==> config.mk <==
export PLATFORM = sky130hd
export DESIGN_NAME = mfp_ahb_arbiter
export DESIGN_NICKNAME = d
export VERILOG_FILES = /design/src/rtl/mfp_ahb_arbiter.sv
export SDC_FILE = /design/constraint.sdc
export NUM_CORES = 1
export LEC_CHECK = 0
export CAP_MARGIN = 20
export CORE_AREA = 2 2 119 121
export DETAILED_ROUTE_END_ITERATION = 8
export DIE_AREA = 0 0 121 123
export PLACE_DENSITY = 0.55
export SKIP_LAST_GASP = 1
export SLEW_MARGIN = 20
export SYNTH_ARGS = -nofsm -noshare
export SYNTH_HDL_FRONTEND = slang
export SYNTH_SLANG_ARGS = --single-unit
==> constraint.sdc <==
create_clock -name HCLK -period 3.65 [get_ports HCLK]
set_input_delay 1.095 -clock HCLK [delete_from_list [all_inputs] [get_ports HCLK]]
set_output_delay 1.095 -clock HCLK [all_outputs]
set_load 0.005 [all_outputs]
==> src/rtl/mfp_ahb_arbiter.sv <==
// Two-master AHB-lite arbiter: M0 (MIPSfpga core) and M1 (DMA/sprite engine) share one slave bus.
// Round-robin handover on owner IDLE, beat-count fairness grant withdrawal, HMASTLOCK honoured.
module mfp_ahb_arbiter #(
  parameter int unsigned HOLD_MAX = 16,
  parameter int unsigned CNT_W    = 5
) (
  input  logic        HCLK,
  input  logic        HRESETn,
  input  logic [31:0] M0_HADDR,
  input  logic [1:0]  M0_HTRANS,
  input  logic        M0_HWRITE,
  input  logic [2:0]  M0_HSIZE,
  input  logic [2:0]  M0_HBURST,
  input  logic [3:0]  M0_HPROT,
  input  logic        M0_HMASTLOCK,
  input  logic [31:0] M0_HWDATA,
  input  logic [31:0] M1_HADDR,
  input  logic [1:0]  M1_HTRANS,
  input  logic        M1_HWRITE,
  input  logic [2:0]  M1_HSIZE,
  input  logic [2:0]  M1_HBURST,
  input  logic [3:0]  M1_HPROT,
  input  logic        M1_HMASTLOCK,
  input  logic [31:0] M1_HWDATA,
  output logic        M0_HREADY,
  output logic        M1_HREADY,
  output logic        M0_HGRANT,
  output logic        M1_HGRANT,
  input  logic [31:0] HRDATA_S,
  input  logic        HREADY_S,
  input  logic        HRESP_S,
  output logic [31:0] HRDATA,
  output logic        HRESP,
  output logic [31:0] HADDR,
  output logic [1:0]  HTRANS,
  output logic        HWRITE,
  output logic [2:0]  HSIZE,
  output logic [2:0]  HBURST,
  output logic [3:0]  HPROT,
  output logic        HMASTLOCK,
  output logic [31:0] HWDATA,
  output logic        HMASTER
);

  typedef enum logic {OWN_M0 = 1'b0, OWN_M1 = 1'b1} owner_t;

  localparam logic [CNT_W-1:0] CNT_MAX = CNT_W'(HOLD_MAX);

  owner_t           owner, dp_owner;
  logic [CNT_W-1:0] cnt;
  logic [1:0]       own_trans;
  logic             own_lock, req_other, do_switch, beat, hold_expired;

  always_comb begin
    own_trans    = (owner == OWN_M1) ? M1_HTRANS    : M0_HTRANS;
    own_lock     = (owner == OWN_M1) ? M1_HMASTLOCK : M0_HMASTLOCK;
    req_other    = (owner == OWN_M1) ? M0_HTRANS[1] : M1_HTRANS[1];
    beat         = HREADY_S && own_trans[1];
    do_switch    = HREADY_S && (own_trans == 2'b00) && !own_lock && req_other;
    hold_expired = (cnt == CNT_MAX) && !own_lock;
  end

  always_ff @(posedge HCLK or negedge HRESETn) begin
    if (!HRESETn) begin
      owner    <= OWN_M0;
      dp_owner <= OWN_M0;
      cnt      <= '0;
    end else begin
      if (HREADY_S)
        dp_owner <= owner;
      if (do_switch)
        owner <= (owner == OWN_M1) ? OWN_M0 : OWN_M1;
      if (do_switch || !req_other)
        cnt <= '0;
      else if (beat && cnt != CNT_MAX)
        cnt <= cnt + 1'b1;
    end
  end

  always_comb begin
    HADDR     = (owner == OWN_M1) ? M1_HADDR  : M0_HADDR;
    HTRANS    = own_trans;
    HWRITE    = (owner == OWN_M1) ? M1_HWRITE : M0_HWRITE;
    HSIZE     = (owner == OWN_M1) ? M1_HSIZE  : M0_HSIZE;
    HBURST    = (owner == OWN_M1) ? M1_HBURST : M0_HBURST;
    HPROT     = (owner == OWN_M1) ? M1_HPROT  : M0_HPROT;
    HMASTLOCK = own_lock;
    HWDATA    = (dp_owner == OWN_M1) ? M1_HWDATA : M0_HWDATA;
    HRDATA    = HRDATA_S;
    HRESP     = HRESP_S;
    HMASTER   = (owner == OWN_M1);
  end

  // Readies are forced high in reset so a stalled master is released immediately.
  always_comb begin
    M0_HREADY = 1'b1;
    M1_HREADY = 1'b1;
    M0_HGRANT = 1'b0;
    M1_HGRANT = 1'b0;
    if (HRESETn) begin
      if (owner == OWN_M0) begin
        M0_HREADY = HREADY_S;
        M1_HREADY = !M1_HTRANS[1];
        M0_HGRANT = !hold_expired;
      end else begin
        M1_HREADY = HREADY_S;
        M0_HREADY = !M0_HTRANS[1];
        M1_HGRANT = !hold_expired;
      end
    end else begin
      M0_HGRANT = 1'b1;
    end
  end

endmodule
## Word-level counts from Yosys, hierarchy flattened

Cells that the tools add are included.

| word-level totals | value |
|---|---|
| flip-flop bits (word level) | 7 |
| input port bits | 192 |
| output and inout bits | 116 |
| word-level logic and storage cells | 40 |

| cells by class | value |
|---|---|
| add/subtract/negate cells | 1 |
| equality and inequality tests | 2 |
| muxes and demuxes | 20 |
| reductions and logical operators | 14 |

Operators by type and width:

| operator | number |
|---|---|
| two-way mux 32 bit | 2 |
| two-way mux 1 bit | 12 |
| two-way mux 5 bit | 2 |
| logical AND 1 bit | 6 |
| two-way mux 3 bit | 2 |
| adder 5 x 1 -> 5 bit, second input constant | 1 |
| equality test 5 bit, second input constant | 1 |
| logical NOT 1 bit | 5 |
| != test 5 bit, second input constant | 1 |
| two-way mux 4 bit | 1 |
| logical NOT 2 bit | 1 |
| two-way mux 2 bit | 1 |
| nonzero test 2 bit | 1 |
| logical OR 1 bit | 1 |

## Depth between registers and ports, before layout

Gate-level depths: netlist of the first run.

| logic depth | value |
|---|---|
| depth in word-level cells | 7 |
| mapped depth | 5 |
| depth with buffers taken out | 5 |

## Worst setup path after synthesis of the first run

Ideal clock, no wire load.

| timing | value |
|---|---|
| path type | input port to output port |
| start | in HREADY_S |
| end | out M1_HREADY |
| arrival time | 1.522 ns |
| required time | 2.555 ns |
| path slack | 1.033 ns |
| stages on the path | 3 |
| path buffers | 1 |
| path through | clkbuf_1 > nand2_1 > o211ai_1 |

| between the ends | value |
|---|---|
| cells in the longest elaborated chain, start to end | 2 |

RTL lines:

| element | RTL line | RTL |
|---|---|---|
| start: declaration | 30 | `input logic HREADY_S,` |
| two-way mux 1 bit | 101 | `if (owner == OWN_M0) begin` |
| two-way mux 1 bit | 100 | `if (HRESETn) begin` |
| end: declaration | 26 | `output logic M1_HREADY,` |

No other way between the ends.

## Final worst setup path of the first run

Ends and elaborated chain as after synthesis.

==> run metrics, run 1 <==
accumulated negative setup slack 0 ns; number of nets in the synthesized netlist 366; routability congestion estimate from global placement 0.797; Clk network pwr share 26.8%; arrival time at the worst endpoint 2.46 ns; crit share post-route 97.4%; Final Routed Wirelength 7720 um; Worst-path clk slew 0.03 ns; Inserted Diodes 0; Power Internal 548 uW; part of the Yosys area used for sequential elements 10.8%; via count of the first global-routing pass 2056; fraction of power consumed by combinational cells 61.5%; outcome finished, final reports clean; yosys synthesis warning count 0; global-route wire length before repair 11100 um; sinks on the clock net 7; final worst clock skew 0.00137 ns; remaining design rule violation count 0; Die Wd 121 um; library cell with the highest instance count after synthesis sky130_fd_sc_hd__mux2_2; unrepaired setup endpoints after global routing false; number of enable flip-flop cells after synthesis 0; leading register cell type out of synthesis sky130_fd_sc_hd__dfrtp_1; full die area 14900 um^2; number of nets with antenna violations after routing 0; total congestion overflow 0; library cell with the largest summed area after synthesis sky130_fd_sc_hd__mux2_2; kind of start point of the critical path input pin; Distinct cells, synth 26; Starting Density 11.9%; Nets 574; fraction of power spent switching nets 21.6%; overall fraction of global-route tracks in use 9.32%; actual slew at the worst max-slew pin 0.467 ns; largest voltage drop on the vdd net 0.106 mV; initial drt markers 53; Finish-stage setup viols 0; wire length per cell 13.8 um; area delta synth->final 152%; library cell used as clock root buffer sky130_fd_sc_hd__clkbuf_16; number of gates resized after CTS 0; total count of hold-check failures in the final report 0; filler instances 1423; critical setup path kind input pin to output pin; Post-synth ARST share 100%; H-tree depth 1; placed wire-length estimate 6640 um; largest net degree at the start of global routing 57; CTS Hold Buffers Added 0; vias per cell 3.73; core outline area 13600 um^2; clock tree from TritonCTS done; leakage power total 1.48 nW; Clock Latency Late Sink 0.23 ns; highest achievable clock rate 281 MHz; clock period minus final worst setup slack 3.56 ns; post-synthesis instance area 1630 um^2; count of final max-slew check failures 0; largest cells by area after synthesis sky130_fd_sc_hd__mux2_2, sky130_fd_sc_hd__buf_4, sky130_fd_sc_hd__dfrtp_1; site row count 43; flops & latches, synth 7; proportion of layout cells with a drive suffix above 1 23.2%; antenna violations before repair 0; Relative slew margins 68.4%; CP Capture Type output pin; count of port buffers added during placement 241; number of buffers on the longest clock path 2; detailed-router iteration count before antenna repair 4; boundary pin count 308; vertical die dimension 123 um; worst-path fanout max 11; Setup Fix Bufs, Post-CTS 0; Layout Utilization 30.1%; Yosys top cell area share 53.3%; Psw 151 uW; WP data required 2.55 ns; max-cap viol count 0; synthesized instance count 172; average footprint of a synthesized cell 9.46 um^2; pwr dens 171 nW/um^2; Inserted Clock Buffers 3; routed vias 2083; proportion of power drawn by flip-flops and latches 11.8%; most instantiated cells after synthesis sky130_fd_sc_hd__mux2_2, sky130_fd_sc_hd__buf_4, sky130_fd_sc_hd__buf_2, sky130_fd_sc_hd__dfrtp_1; path category of the worst min-delay check flop to flop
==> kinds of logic (layout without fill, tap and decap cells) <==
group	Yosys count	in the layout	share of synthesized area, %
flops	7	7	10.8
simple gates	17	17	6.62
fa+ha+maj	2	2	1.54
buf+inv	50	257	19.9
mux	78	78	54.2
compound gates	18	18	7.00
==> worst max-delay path, stage by stage <==
cell	delay, ns
sky130_fd_sc_hd__clkdlybuf4s50_1	0.45
sky130_fd_sc_hd__buf_4	0.16
sky130_fd_sc_hd__nand2_1	0.07
sky130_fd_sc_hd__o211ai_1	0.12
sky130_fd_sc_hd__clkdlybuf4s50_1	0.57
==> power by group through the flow <==
stage	clock, mW	sequential, mW	combinational (mW)
after floorplan	0	0.0827	0.141
after global placement	0	0.0832	0.432
after detailed placement	0	0.0832	0.433
after CTS	0.193	0.0822	0.437
after global routing	0.198	0.0824	0.460
final	0.187	0.0823	0.430
==> worst paths after layout <==
kind                               start   endpoint  slack, ns  depth (start not counted)
worst max-delay path            HREADY_S  M1_HREADY       0.09                          5
worst min-delay path              cnt[4]     cnt[4]       0.57                          2
worst max register to register   HMASTER     cnt[2]       1.99                          5
worst min register to register    cnt[4]     cnt[4]       0.57                          2
max in group asynchronous        HRESETn     cnt[3]       2.23                          2
min in group asynchronous        HRESETn    HMASTER       1.09                          1
==> metrics by stage <==
stage	worst slack, ns	cells	power, mW	hold WS, ns	instance area, um^2
2_1_floorplan	1.03	172	0.223	0.534	1630
3_3_place_gp	0.0798	555	0.515	0.564	4020
3_5_place_dp	0.0698	555	0.516	0.575	4020
4_1_cts	0.0708	559	0.712	0.579	4100
5_1_grt	0.0194	559	0.740	0.622	4100
6_report	0.0938	559	0.699	0.571	4100
==> registers in the layout, summed over array words and instances, names as in the netlist <==
signal and count:
HMASTER 1, cnt 5, dp_owner 1
==> layout by cell type, fill, tap and decap left out, drive strengths merged, types with 2 or more instances in the layout <==
cell and count:
inv 6, dfrtp 7, mux2 77, buf 6
clkbuf 4, nand4 4, a21oi 5, o31ai 2
or3 2, ha 2, nand2 4, clkdlybuf4s50 241
o21ai 6
==> area by class of cell <==
type                            count  area, um^2  share of cell area [%]
Multi-Input combinational cell    115        1130                    27.5
Inverter                            6        22.5                   0.549
Timing Repair Buffer              247        2470                    60.2
Tap cell                          180         225                    5.49
Sequential cell                     7         176                    4.30
Clock buffer                        4        78.8                    1.92
==> per-layer routing <==
layer,GRT usage (%),part of all wire (%),vias to the layer above
met5,0,0,-
met4,2.25,1.6,0
met3,2.49,11,16
met2,18.0,52,137
met1,10.0,36,924
li1,-,-,1006
No activity file was read; power rests on OpenSTA's default activity.
==> inputs of run 2 (changes only) <==
PLACE_DENSITY = 0.62   (was 0.55)
SETUP_SLACK_MARGIN = 0.2   (was default)
==> run 2 against run 1 <==
Global-route usage rose by 1.9 points. Worst setup slack better by 0.19 ns. Via count rose by 2.1%. Sequential power increased by 5.6%. Die area did not move. Largest power group unchanged. Non-clock buffer count unchanged. Sequential share of layout area about the same.
==> run metrics, run 2 (synthesis gave the netlist of run 1 again) <==
Clock Latency Late Sink 0.23 ns (about the same); crit-path cells clkdlybuf4s50_1 > mux2_2 > clkdlybuf4s50_1 (was clkdlybuf4s50_1 > buf_4 > nand2_1 > o211ai_1 > clkdlybuf4s50_1); Psw 158 uW (was 151 uW); most frequent standard cell in the layout excluding fill and tap cells sky130_fd_sc_hd__clkdlybuf4s50_1 (unchanged); area delta synth->final 152% (about the same); Layout Utilization 30.1% (about the same); worst-path fanout max 1 (was 11); max-cap viol count 0 (unchanged); Inserted Diodes 0 (unchanged); sinks on the clock net 7 (unchanged); pwr dens 171 nW/um^2 (about the same); Die Wd 121 um (unchanged); path category of the worst min-delay check flop to flop (unchanged); kind of start point of the critical path input pin (unchanged); vias per cell 3.81 (was 3.73); placed wire-length estimate 7850 um (was 6640 um); library cell used as clock root buffer sky130_fd_sc_hd__clkbuf_16 (unchanged); boundary pin count 308 (unchanged); Worst-path clk slew 0.04 ns (was 0.03 ns); overall fraction of global-route tracks in use 11.3% (was 9.32%); Largest register FFs 5 (unchanged); GRT busiest layer met2 (unchanged); Relative slew margins 57.9% (was 68.4%); total count of hold-check failures in the final report 0 (unchanged); most prevalent standard cell on the critical path sky130_fd_sc_hd__clkdlybuf4s50_1 (unchanged); filler instances 1451 (was 1423); Largest Register cnt (unchanged); largest net degree at the start of global routing 33 (was 57); WP data required 2.55 ns (about the same); clock period minus final worst setup slack 3.37 ns (was 3.56 ns); register area 176 um^2 (unchanged); global-route wire length before repair 12700 um (was 11100 um); Starting Density 11.9% (unchanged); routability congestion estimate from global placement 0.815 (was 0.797); CTS Hold Buffers Added 0 (unchanged); wire length per cell 16.2 um (was 13.8 um); count of port buffers added during placement 241 (unchanged); Slowest-stage cell, CP sky130_fd_sc_hd__clkdlybuf4s50_1 (unchanged); routed vias 2127 (was 2083); outcome finished, final reports clean (unchanged); placed cells 554 (was 555); site row count 43 (unchanged); fraction of power consumed by combinational cells 61.0% (was 61.5%); initial drt markers 23 (was 53); arrival time at the worst endpoint 2.27 ns (was 2.46 ns); Inserted Clock Buffers 3 (unchanged); highest achievable clock rate 297 MHz (was 281 MHz); fraction of power spent switching nets 22.5% (was 21.6%); most frequent cells in the layout sky130_fd_sc_hd__clkdlybuf4s50_1, sky130_fd_sc_hd__mux2_2, sky130_fd_sc_hd__dlygate4sd2_1 (was sky130_fd_sc_hd__clkdlybuf4s50_1, sky130_fd_sc_hd__mux2_2, sky130_fd_sc_hd__inv_1, sky130_fd_sc_hd__o21ai_0, sky130_fd_sc_hd__dfrtp_1); largest voltage drop on the vdd net 0.0970 mV (was 0.106 mV); final cell count without fillers 559 (unchanged); Final Routed Wirelength 9060 um (was 7720 um); Nets 574 (unchanged); Finish-stage setup viols 0 (unchanged); footprint of the multi-input gates 1130 um^2 (unchanged); worst hold margin 0.537 ns (was 0.571 ns); remaining design rule violation count 0 (unchanged); critical setup path kind input pin to output pin (unchanged); Power Internal 544 uW (was 548 uW); final worst clock skew 0.00130 ns (was 0.00137 ns); detailed-router iteration count before antenna repair 4 (unchanged); actual slew at the worst max-slew pin 0.631 ns (was 0.467 ns); accumulated negative setup slack 0 ns (unchanged); total power consumption of the routed design 702 uW (was 699 uW); delay of the slowest cell on the worst path 0.45 ns (was 0.57 ns); clock tree from TritonCTS done (unchanged); family with the most delay on the worst path buffers and inverters (unchanged); crit share post-route 92.2% (was 97.4%); leakage power total 1.50 nW (was 1.48 nW); core outline area 13600 um^2 (unchanged); Clk network pwr share 26.6% (was 26.8%); GR Util met3 3.92% (was 2.49%); H-tree depth 1 (unchanged); proportion of power drawn by flip-flops and latches 12.4% (was 11.8%); full die area 14900 um^2 (unchanged); vertical die dimension 123 um (unchanged); unrepaired setup endpoints after global routing false (unchanged); antenna violations before repair 0 (unchanged); global routing usage on met1 11.0% (was 10.0%); CP Capture Type output pin (unchanged); number of nets with antenna violations after routing 0 (unchanged); number of buffer and inverter instances along the worst setup path 2 (was 3); total congestion overflow 0 (unchanged); number of buffers on the longest clock path 2 (unchanged); count of final max-slew check failures 0 (unchanged); met2 usage in global routing 22.4% (was 18.0%); proportion of layout cells with a drive suffix above 1 23.5% (was 23.2%); via count of the first global-routing pass 2232 (was 2056)
-- run 2: cell count changes in the layout (fill, tap and decap cells not counted) --
cell,delta
sky130_fd_sc_hd__dlymetal6s2s_1,+1
sky130_fd_sc_hd__clkbuf_1,-1
sky130_fd_sc_hd__clkinv_2,+1
sky130_fd_sc_hd__clkdlybuf4s50_1,-8
sky130_fd_sc_hd__dlygate4sd2_1,+7
-- run 2: final timing paths --
kind / endpoint / cells after the start / startpoint / slack [ns]
worst min register to register: dp_owner / 2 / dp_owner / 0.54
worst max-delay path: HADDR[0] / 3 / M1_HADDR[0] / 0.28
worst min-delay path: dp_owner / 2 / dp_owner / 0.54
max in group asynchronous: HMASTER / 2 / HRESETn / 2.46
min in group asynchronous: cnt[2] / 2 / HRESETn / 1.05
worst max register to register: cnt[2] / 4 / HMASTER / 1.80
-- run 2: power by group through the flow --
stage | Sequential (mW) | Clock (mW) | Combinational (mW)
floorplan | 0.0827 | 0 | 0.141
global placement | 0.0879 | 0 | 0.432
detailed placement | 0.0882 | 0 | 0.432
CTS | 0.0873 | 0.188 | 0.435
global route | 0.0879 | 0.193 | 0.459
finish | 0.0869 | 0.187 | 0.428
-- run 2: metal layers --
metal | wire [um] | share of wire [%]
met2 | 4810 | 53
met3 | 1120 | 12
met1 | 2980 | 33
met4 | 148 | 1.6
met5 | 0 | 0
-- run 2: repair_timing --
action                     4_1_cts  5_1_grt
gates resized for setup          7        1
setup buffers                    1        0
pin swaps                        0        0
setup endpoints to repair        6        1
-- run 2: final cells by class --
| cell class | count | share of cell area [%] |
|---|---|---|
| timing repair buffer | 247 | 60.2 |
| multi-input combinational | 115 | 27.5 |
| tap | 180 | 5.50 |
| sequential | 7 | 4.31 |
| clock buffer | 3 | 1.83 |
| inverter | 6 | 0.550 |
| clock inverter | 1 | 0.122 |
-- run 2: worst min-delay path, cell delays in order, from the launching register on --
cell	delay, ns
sky130_fd_sc_hd__dfrtp_1	0.37
sky130_fd_sc_hd__inv_1	0.05
sky130_fd_sc_hd__o21ai_0	0.07
-- run 2: through the flow --
| step | worst slack [ns] | cell area (um^2) |
|---|---|---|
| floorplan | 1.03 | 1630 |
| global placement | 0.121 | 4010 |
| detailed placement | 0.106 | 4010 |
| CTS | 0.232 | 4090 |
| global route | 0.257 | 4100 |
| finish | 0.285 | 4100 |
